$ cat src/rtl/uart_pkg.sv
// Shared UART definitions: frame state encoding, data width and parity mode.
// Used by both the receiver and the transmitter.
package uart_pkg;

    localparam int DATA_BITS = 8;

    // 1'b0 selects even parity, 1'b1 odd parity
    localparam logic PARITY_ODD = 1'b0;

    typedef enum logic [2:0] {
        IDLE,
        START,
        DATA,
        PARITY,
        STOP
    } uart_state_t;

endpackage

$ cat src/rtl/uart_rx_sync.sv
// Two-flop synchronizer for the asynchronous serial input.
// Both flops reset to the idle line level (1).
module uart_rx_sync (
    input  logic clk,
    input  logic rst_n,
    input  logic d,
    output logic q
);

    logic meta;

    always_ff @(posedge clk or negedge rst_n) begin
        if (!rst_n) begin
            meta <= 1'b1;
            q    <= 1'b1;
        end else begin
            meta <= d;
            q    <= meta;
        end
    end

endmodule

$ cat src/rtl/uart_receiver.sv
// UART receiver, 8N1 by default; define UART_RX_PARITY_EN for 8E1 framing
// with an extra parity_err output.
module uart_receiver
    import uart_pkg::*;
#(
    parameter int CLKS_PER_BIT = 16
) (
    input  logic       clk,
    input  logic       rst_n,
    input  logic       rx,
    output logic [7:0] data_out,
    output logic       valid,
    input  logic       ready,
    output logic       frame_err,
    output logic       overrun,
    output logic       busy
`ifdef UART_RX_PARITY_EN
    ,
    output logic       parity_err
`endif
);

    localparam int CW = (CLKS_PER_BIT > 1) ? $clog2(CLKS_PER_BIT) : 1;
    localparam logic [CW-1:0] CNT_LAST = CW'(CLKS_PER_BIT - 1);
    localparam logic [CW-1:0] CNT_HALF = CW'(CLKS_PER_BIT / 2 - 1);
    localparam logic [2:0] BIT_LAST = 3'(DATA_BITS - 1);

    logic        rx_s;
    uart_state_t state, state_n;
    logic [CW-1:0] cnt, cnt_n;
    logic [2:0]  bit_idx, bit_idx_n;
    logic [7:0]  shreg, shreg_n;
    logic [7:0]  data_n;
    logic        valid_n;
    logic        fe_n;
    logic        ov_n;
    logic        brk, brk_n;
    logic        good;
`ifdef UART_RX_PARITY_EN
    logic        par_bit, par_bit_n;
    logic        pe_n;
`endif

    uart_rx_sync u_sync (
        .clk   (clk),
        .rst_n (rst_n),
        .d     (rx),
        .q     (rx_s)
    );

    assign busy = (state != IDLE);

    always_comb begin
        state_n   = state;
        cnt_n     = cnt + 1'b1;
        bit_idx_n = bit_idx;
        shreg_n   = shreg;
        data_n    = data_out;
        valid_n   = valid && !ready;
        fe_n      = 1'b0;
        ov_n      = 1'b0;
        brk_n     = brk;
        good      = 1'b0;
`ifdef UART_RX_PARITY_EN
        par_bit_n = par_bit;
        pe_n      = 1'b0;
`endif
        unique case (state)
            IDLE: begin
                cnt_n = '0;
                // after a framing error, wait for the line to go high
                if (brk) begin
                    if (rx_s)
                        brk_n = 1'b0;
                end else if (!rx_s) begin
                    state_n = START;
                end
            end
            START: begin
                if (cnt == CNT_HALF) begin
                    cnt_n     = '0;
                    bit_idx_n = '0;
                    state_n   = rx_s ? IDLE : DATA;
                end
            end
            DATA: begin
                if (cnt == CNT_LAST) begin
                    cnt_n     = '0;
                    shreg_n   = {rx_s, shreg[7:1]};
                    bit_idx_n = bit_idx + 3'd1;
                    if (bit_idx == BIT_LAST) begin
`ifdef UART_RX_PARITY_EN
                        state_n = PARITY;
`else
                        state_n = STOP;
`endif
                    end
                end
            end
`ifdef UART_RX_PARITY_EN
            PARITY: begin
                if (cnt == CNT_LAST) begin
                    cnt_n     = '0;
                    par_bit_n = rx_s;
                    state_n   = STOP;
                end
            end
`endif
            STOP: begin
                if (cnt == CNT_LAST) begin
                    cnt_n   = '0;
                    state_n = IDLE;
                    if (!rx_s) begin
                        fe_n  = 1'b1;
                        brk_n = 1'b1;
`ifdef UART_RX_PARITY_EN
                    end else if ((^shreg ^ par_bit) != PARITY_ODD) begin
                        pe_n = 1'b1;
`endif
                    end else begin
                        good = 1'b1;
                    end
                end
            end
            default: begin
                cnt_n   = '0;
                state_n = IDLE;
            end
        endcase

        if (good) begin
            if (!valid || ready) begin
                data_n  = shreg;
                valid_n = 1'b1;
            end else begin
                ov_n = 1'b1;
            end
        end
    end

    always_ff @(posedge clk or negedge rst_n) begin
        if (!rst_n) begin
            state     <= IDLE;
            cnt       <= '0;
            bit_idx   <= '0;
            shreg     <= '0;
            data_out  <= 8'h00;
            valid     <= 1'b0;
            frame_err <= 1'b0;
            overrun   <= 1'b0;
            brk       <= 1'b0;
`ifdef UART_RX_PARITY_EN
            par_bit    <= 1'b0;
            parity_err <= 1'b0;
`endif
        end else begin
            state     <= state_n;
            cnt       <= cnt_n;
            bit_idx   <= bit_idx_n;
            shreg     <= shreg_n;
            data_out  <= data_n;
            valid     <= valid_n;
            frame_err <= fe_n;
            overrun   <= ov_n;
            brk       <= brk_n;
`ifdef UART_RX_PARITY_EN
            par_bit    <= par_bit_n;
            parity_err <= pe_n;
`endif
        end
    end

endmodule

$ cat config.mk
export PLATFORM = sky130hd
export DESIGN_NAME = uart_receiver
export DESIGN_NICKNAME = d
export VERILOG_FILES = /design/src/rtl/uart_pkg.sv /design/src/rtl/uart_rx_sync.sv /design/src/rtl/uart_receiver.sv
export SDC_FILE = /design/constraint.sdc
export NUM_CORES = 1
export LEC_CHECK = 0
export BUFFER_PORTS_ARGS = -buffer_cell sky130_fd_sc_hd__buf_2
export CAP_MARGIN = 20
export CORE_ASPECT_RATIO = 1.75
export CORE_MARGIN = 2
export CORE_UTILIZATION = 45
export CTS_CLUSTER_SIZE = 8
export DETAILED_ROUTE_END_ITERATION = 8
export GPL_ROUTABILITY_DRIVEN = 0
export MAX_ROUTING_LAYER = met4
export PLACE_DENSITY_LB_ADDON = 0.2
export SKIP_LAST_GASP = 1
export SYNTH_ARGS = -nofsm -noshare
export SYNTH_HDL_FRONTEND = slang
export SYNTH_SLANG_ARGS = --single-unit
$ cat constraint.sdc
create_clock -name clk -period 2.91 [get_ports clk]
set_input_delay 0.1455 -clock clk [delete_from_list [all_inputs] [get_ports clk]]
set_output_delay 0.1455 -clock clk [all_outputs]
set_load 0.1 [all_outputs]
# ---- After elaboration in Yosys (flattened, before gate mapping)
# Index checks and enable logic that the tools add are counted.
# W data, S select, Z words.
dict set report totals {
  inputBits 4
  out_inout_bits 12
  regBits 32
  word_cells 68
}
dict set report classes {
  n_eq_ne 13
  n_mux 28
  n_addsub 2
  n_reduce_logical 14
}
# op count
set op_table {}
lappend op_table {{$mux W3} 8}
lappend op_table {{$ne A2 B2 Y1 const B} 7}
lappend op_table {{$mux W1} 13}
lappend op_table {{$pmux W3 S4} 1}
lappend op_table {{$mux W4} 2}
lappend op_table {{$pmux W4 S2} 1}
lappend op_table {{$eq A3 B3 Y1 const B} 2}
lappend op_table {{$pmux W3 S2} 1}
lappend op_table {{$reduce_and A3 Y1} 2}
lappend op_table {{$reduce_and A6 Y1} 1}
lappend op_table {{$add A4 B1 Y4 const B} 1}
lappend op_table {{$eq A4 B3 Y1 const B} 1}
lappend op_table {{$eq A4 B4 Y1 const B} 1}
lappend op_table {{$reduce_and A2 Y1} 2}
lappend op_table {{$reduce_bool A2 Y1} 2}
lappend op_table {{$add A3 B1 Y3 const B} 1}
lappend op_table {{$eq A3 B1 Y1 const B} 1}
lappend op_table {{$eq A3 B2 Y1 const B} 1}
lappend op_table {{$logic_not A3 Y1} 1}
lappend op_table {{$reduce_bool A3 Y1} 1}
lappend op_table {{$logic_not A1 Y1} 2}
lappend op_table {{$mux W2} 1}
lappend op_table {{$pmux W1 S2} 1}
lappend op_table {{$reduce_or A2 Y1} 1}
lappend op_table {{other kinds (2)} 2}

# ---- Logic depth before layout (Yosys ltp)
# Gate-level depths: netlist of run 1.
dict set report logic_depth {
  word_depth 4
  depth_mapped 5
  ltp_nobuf 5
}

# ---- Cells and area by module
# Synthesis of run 1 repeated with hierarchy kept, for this count alone.
dict set report hier_totals {
  cells_unflattened 102
  hier_area_um2 1448.9
}
# mod n_inst seq_area_each_um2 area_each_um2 cells_each
set by_module_without_submodules {}
lappend by_module_without_submodules {uart_receiver 1 750.7 1396.3 100}
lappend by_module_without_submodules {uart_rx_sync 1 52.6 52.6 2}

# ---- Worst setup path before layout of run 1
# Ideal clock, no wire load.
dict set report synth_timing {
  kind {flip-flop to flip-flop}
  from {register state[2]}
  to {register state[2]}
  setup_slack_ns 1.113
  period_less_slack_ns 1.797
  required_ns 2.785
  setup_time_ns 0.125
  path_stages_with_launch 6
  path_buffers 1
  arrival_time_ns 1.672
  path_cell_list {dfrtp_1 buf_6 or3_4 and3_4 nand2_1 mux2_2}
}
dict set report synth_via {
  elab_chain_cells 3
  word_cells_on_any_way 12
  classes_between {eq/ne (9); mux (1); reduce/logical (2)}
}
# element line_no
set synth_lines {}
lappend synth_lines {{start, declared} uart_receiver.sv:29} ;# uart_state_t state, state_n;
lappend synth_lines {{start signal, assigned} uart_receiver.sv:157} ;# state <= state_n;
lappend synth_lines {{$eq A3 B2 Y1, or another cell as far along} uart_receiver.sv:68} ;# unique case (state)
lappend synth_lines {{$ne A2 B2 Y1 (no source line)} --}
lappend synth_lines {{$reduce_and A6 Y1 (no source line)} --}
# Parallel ways exist; a longest one is shown, timed or not.
# A chain may end at the register's enable or synchronous reset.

# ---- Final worst setup path of run 1
dict set report layout_timing {
  from {register cnt[0]}
  to {register data_out[7]}
}
dict set report layout_via {
  elab_chain_cells 4
}
# element line_no
set layout_lines {}
lappend layout_lines {{start, declared} uart_receiver.sv:30} ;# logic [CW-1:0] cnt, cnt_n;
lappend layout_lines {{start signal, assigned} uart_receiver.sv:158} ;# cnt <= cnt_n;
lappend layout_lines {{$eq A4 B4 Y1} uart_receiver.sv:110} ;# if (cnt == CNT_LAST) begin
lappend layout_lines {{$mux W1} uart_receiver.sv:110}
lappend layout_lines {{$mux W1} uart_receiver.sv:68}
lappend layout_lines {{$reduce_and A2 Y1 (no source line)} --}
lappend layout_lines {{end signal, assigned} uart_receiver.sv:161} ;# data_out <= data_n;
lappend layout_lines {{end, declared} uart_receiver.sv:11} ;# output logic [7:0] data_out,
# Every way passes these cells.

==> results.yml, run 1 <==
clock_network:
  ctsHoldBuffers: 2
  cts_max_path_buffers: 2
  clk_pin_slew_ns: 0.06
  clkLatencyLatePin_ns: 0.28
  cts_post_setup_buffers_inserted: 0
  root_buffer: "clkbuf_8"
  cts_resized: 0
  clkSinkCount: 32
  numCtsBuffers: 5
  htree_levels: 2
  cts_tree: "built"
sta:
  max_freq_mhz: 568
  maxSlewHeadroom_pct: 54.1
  rsz0062_at_grt: "false"
  finalClockSkew_ns: 0.00498
  slew_violations: 0
  finalCritPeriodShare_pct: 60.4
  worst_pin_slew_ns: 0.689
  fin_setup_tns_ns: 0
  hold_violations: 0
  finalCriticalPeriod_ns: 1.76
  setup_viol: 0
  hold-worst-slack_ns: 0.189
routing:
  wire_per_inst_um: 14.5
  vias_per_cell: 5.53
  vias: 830
  first_pass_iters: 4
  ant_nets: 0
  routed_wl_um: 2180
  drtIter0Drc: 13
  drc: 0
logic_synthesis:
  syn_inst: 101
  synth-simple-area-share_pct: 14.9
  synth_xor_area_share_pct: 1.91
  ys_warn_count: 0
  synth_edf_count: 0
  synth_area_mm2: 0.00137
  synth_largest_area_cell: "dfrtp_1"
  syn_nets: 108
  synth_compound_area_share_pct: 4.10
  synth_seq_area_share_pct: 58.5
  async_flop_share_pct: 100
  muxShareOfSynthArea_pct: 14.8
  synthAdderAreaFrac_pct: 2.73
  synth_top_cell_area_share_pct: 54.6
  ys_types: 29
  netlist_top_cells_area: "dfrtp_1 (55%), mux2_2 (15%), dfstp_2 (3.8%)"
  syn_area_per_cell_um2: 13.6
  synth_ff_type: "dfrtp_1"
  synth_top_family_by_area: "simple AND/OR/NAND/NOR gates"
  ys_ff_latch: 32
critical_path:
  r2r-start: "cnt[0]"
  crit_type: "flip-flop to flip-flop"
  r2r_cells: 5
  crit_required_ns: 3.07
  cp-start-kind: "flip-flop"
  path_max_fanout: 8
  reg2reg_slack_ns: 1.15
  r2r-end: "data_out[7]"
  cp-endpoint: "data_out[7]"
  startpoint: "cnt[0]"
  max_stage_delay_ns: 0.38
  crit_chain: "ha_1 > nand2_1 > nor4_4 > nand3_2 > mux2_2"
  arrival_ns: 1.92
  endpoint_kind: "flip-flop"
  critical_path.slowest_cell: "dfrtp_1"
die:
  die_w_um: 45.8
  rows: 26
  die_area_mm2: 0.00353
  die_h_um: 77.1
  initial_core_util_pct: 46.9
  core_mm2: 0.00293
  io_pins: 16
cells_and_area:
  antennaDiodeCount: 0
  fillers: 265
  drive_above_1_share_pct: 41.8
  fin_nets: 128
  area_growth_pct: 12.8
  final_cells: 150
grt:
  grt-ovfl-total: 0
  grt_pass1_wl_um: 3960
  grt_pass1_vias: 888
  grt_start_max_net_pins: 33
  grt_use_total_pct: 16.0
  antenna_found_initial: 0
run_status:
  status: "completed"
power:
  irDropWorstVdd_mv: 0.396
  p_leak_nw: 0.774
  powerDensity_mw_per_mm2: 715
job:
  timing.max_cap.violations: 0
placed_design:
  dp_cells: 140
  io_buffers: 15
  dp_hpwl_um: 1570
min_path:
  hold_class: "input port to flip-flop"
## worst min-delay path by stage
stage          startpoint    endpoint  slack (ns)  depth (start not counted)
4_1_cts             ready     overrun        0.19                          3
3_5_place_dp        rst_n       valid        0.24                          1
3_3_place_gp        rst_n     overrun        0.23                          1
2_1_floorplan       rst_n  bit_idx[0]       -0.15                          0
6_report            ready     overrun        0.19                          3
5_1_grt             ready     overrun        0.22                          3
## per-layer routing
layer / vias up / track usage, % / routed length, um
li1: 388 / - / -
met4: 0 / 7.71 / 57
met5: - / - / 0
met1: 419 / 17.2 / 873
met3: 7 / 4.94 / 82
met2: 16 / 25.5 / 1170
## power breakdown
part,switching (W),internal (W)
Sequential,0.0000635,0.000520
Clock,0.000146,0.000167
Combinational,0.0000912,0.000120
Total,0.000301,0.000807
## synthesized netlist by cell type (2+ instances only)
cell	instances
dfrtp_1	30
o21ai_0	3
a22o_1	2
mux2_2	18
nand3_1	2
and2_2	2
nand2_1	8
ha_1	3
and3_4	2
dfstp_2	2
nor4b_1	2
nor2_1	8
xor2_1	3
## cells by family (layout without fill, tap and decap cells)
logic type	count (synthesis)	in the layout
compound gates	8	8
xor+xnor	3	3
fa+ha+maj	3	3
buf+inv	5	26
flops	32	32
mux	18	18
simple gates	32	32
## layout make-up
type	instances	area (um^2)	area share, %
sequential	32	803	51.8
clock buffer	7	76.3	4.92
clock inverter	1	5.00	0.323
tap	28	35.0	2.26
multi-input combinational	64	528	34.1
timing repair buffer	18	103	6.62
## placed cells by master (no fill, tap or decap)
master	instances
buf_4	1
nand3_1	2
and2_2	2
a211o_2	1
nand3_2	1
dlygate4sd3_1	2
dfstp_2	2
and3_4	2
dfrtp_1	30
a22o_1	2
nor2_1	8
clkinv_2	1
nor3_1	1
nor4b_1	2
nand2b_1	1
a21oi_1	1
nand3b_1	1
mux2_2	18
a211o_1	1
nor4_4	1
buf_2	15
ha_1	3
nor2b_1	1
o21ai_0	3
clkbuf_1	2
and4bb_2	1
xor2_1	3
or3_4	1
clkbuf_8	5
nand2_1	8
## through the flow
stage	area, um^2	total power (W)	setup slack [ns]	utilization [%]
global placement	1450	0.000790	1.20	49.5
CTS	1550	0.00113	1.15	52.9
floorplan	1370	0.000753	1.11	-
detailed placement	1450	0.000806	1.15	49.5
global route	1550	0.00118	0.987	52.9
finish	1550	0.00111	1.15	52.9
## critical path, delay by kind of cell (launching register included)
family | cells | cell delay (ns)
adder cells (fa/ha/maj) | 1 | 0.22
flip-flops | 1 | 0.38
multiplexers | 1 | 0.33
AND/OR/NAND/NOR | 3 | 0.73
## sequential cells by signal, summed over array words and instances (netlist names)
register	count
state	3
overrun	1
valid	1
shreg	8
u_sync.q	1
frame_err	1
u_sync.meta	1
cnt	4
data_out	8
brk	1
bit_idx	3
No activity file was read; power rests on OpenSTA's default activity.
==> run 2: changes to the inputs <==
==> constraint.sdc (replaced) <==
create_clock -name clk -period 1.7 [get_ports clk]
set_input_delay 0.085 -clock clk [delete_from_list [all_inputs] [get_ports clk]]
set_output_delay 0.085 -clock clk [all_outputs]
set_load 0.1 [all_outputs]
==> results.yml, run 2 (synthesis gave the netlist of run 1 again) <==
run_status:
  status: "completed"
clock_network:
  clkLatencyLatePin_ns: 0.28
  clkSinkCount: 32
  htree_levels: 2
  cts_tree: "built"
  numCtsBuffers: 5
  cts_max_path_buffers: 2
  root_buffer: "clkbuf_8"
  clk_pin_slew_ns: 0.07
routing:
  wire_per_inst_um: 15.8
  routed_wl_um: 2470
  maxUsedRoutingLayer: "met4"
  vias_per_cell: 5.54
  first_pass_iters: 4
  drc: 0
  ant_nets: 0
  drtIter0Drc: 9
  routed-wl-met3_um: 103
  met1_length_um: 917
  vias: 864
  wl_met2_um: 1380
die:
  die_area_mm2: 0.00353
  die_h_um: 77.1
  initial_core_util_pct: 46.9
  core_mm2: 0.00293
  io_pins: 16
  die_w_um: 45.8
  rows: 26
critical_path:
  critical_path.slowest_cell: "dfrtp_1"
  crit_family: "flip-flops"
  reg2reg_slack_ns: 0.07
  cp-start-kind: "flip-flop"
  path_max_fanout: 5
  endpoint_kind: "flip-flop"
  max_stage_delay_ns: 0.37
  arrival_ns: 1.80
  crit_required_ns: 1.87
  path_buf_inv: 1
  crit_chain: "ha_1 > nand2_1 > nor3_2 > buf_2 > mux2_2"
  crit_type: "flip-flop to flip-flop"
power:
  p_leak_nw: 0.825
  powerDensity_mw_per_mm2: 1320
  irDropWorstVdd_mv: 0.830
sta:
  finalCriticalPeriod_ns: 1.63
  finalClockSkew_ns: 0.00629
  setup_viol: 0
  worst_pin_slew_ns: 0.681
  maxSlewHeadroom_pct: 54.6
  hold_violations: 0
  fin_ws_ns: 0.0710
  finalCritPeriodShare_pct: 95.8
  max_freq_mhz: 614
  slew_violations: 0
  fin_setup_tns_ns: 0
cells_and_area:
  fin_nets: 134
  layout_commonest_cell: "dfrtp_1"
  layout_common_cells: "dfrtp_1 (28), mux2_2 (18), buf_2 (16)"
  top_regs: "data_out: 8 flops, shreg: 8 flops, cnt: 4 flops"
  fin_area_mm2: 0.00166
  area_growth_pct: 20.5
  drive_above_1_share_pct: 49.2
  antennaDiodeCount: 0
  utilization_pct: 56.5
grt:
  grt_use_total_pct: 16.9
  grt_start_max_net_pins: 33
  grt_pass1_vias: 874
  grt_pass1_wl_um: 4060
  antenna_found_initial: 0
  grt-ovfl-total: 0
placed_design:
  io_buffers: 15
  dp_hpwl_um: 1730
  pre_cts_ws_ns: 0.0172
  placed_area_mm2: 0.00148
min_path:
  hold_class: "input port to flip-flop"
job:
  timing.max_cap.violations: 0
-- run 2: cell count changes in the layout (fill, tap and decap cells not counted), sizes merged --
cell | previous run | this run
clkinv | 1 | 0
buf | 16 | 22
bufinv | 0 | 1
-- run 2: stage by stage --
stage	hold WS, ns	power [W]	instances
2_1_floorplan	-0.211	0.00129	101
3_3_place_gp	0.159	0.00137	144
3_5_place_dp	0.172	0.00139	144
4_1_cts	0.148	0.00220	154
5_1_grt	0.212	0.00230	156
6_report	0.188	0.00218	156
-- run 2: worst reg2reg max path, cell delays in order (launching register included) --
cell,delay (ns)
dfrtp_1,0.37
ha_1,0.21
nand2_1,0.16
nor3_2,0.21
buf_2,0.21
mux2_2,0.35
-- run 2: cell type report --
type / instances / area (um^2)
clock buffers: 7 / 96.3
clock inverters: 1 / 30.0
fillers: 262 / 1270
multi-input cells: 64 / 543
flip-flops and latches: 32 / 806
well taps: 28 / 35.0
repair buffers: 24 / 145
-- run 2: where the power goes --
part           total, W  leakage [nW]  switching, W  internal [W]
clock          0.000784        0.0645      0.000267      0.000517
sequential      0.00101         0.417      0.000115      0.000891
combinational  0.000395         0.344      0.000172      0.000223
-- run 2: worst paths after layout --
check / start / end / cells after the start
setup / recovery: cnt[0] / shreg[2] / 5
hold / removal: ready / overrun / 3
setup reg to reg: cnt[0] / shreg[2] / 5
hold reg to reg: u_sync.meta / u_sync.q / 0
max in group asynchronous: rst_n / state[0] / 2
min in group asynchronous: rst_n / frame_err / 2
-- run 2: per-layer routing --
metal	up-vias	global-route usage, %
met3	7	5.41
met1	435	18.0
met4	0	10.3
met5	-	-
li1	404	-
met2	18	26.1
-- run 2: timing repair --
item	4_1_cts	5_1_grt
resized for setup	0	5
hold endpoints to repair	31	0
buffers inserted	0	1
hold buffers	2	0
endpoints found under the setup margin	0	16
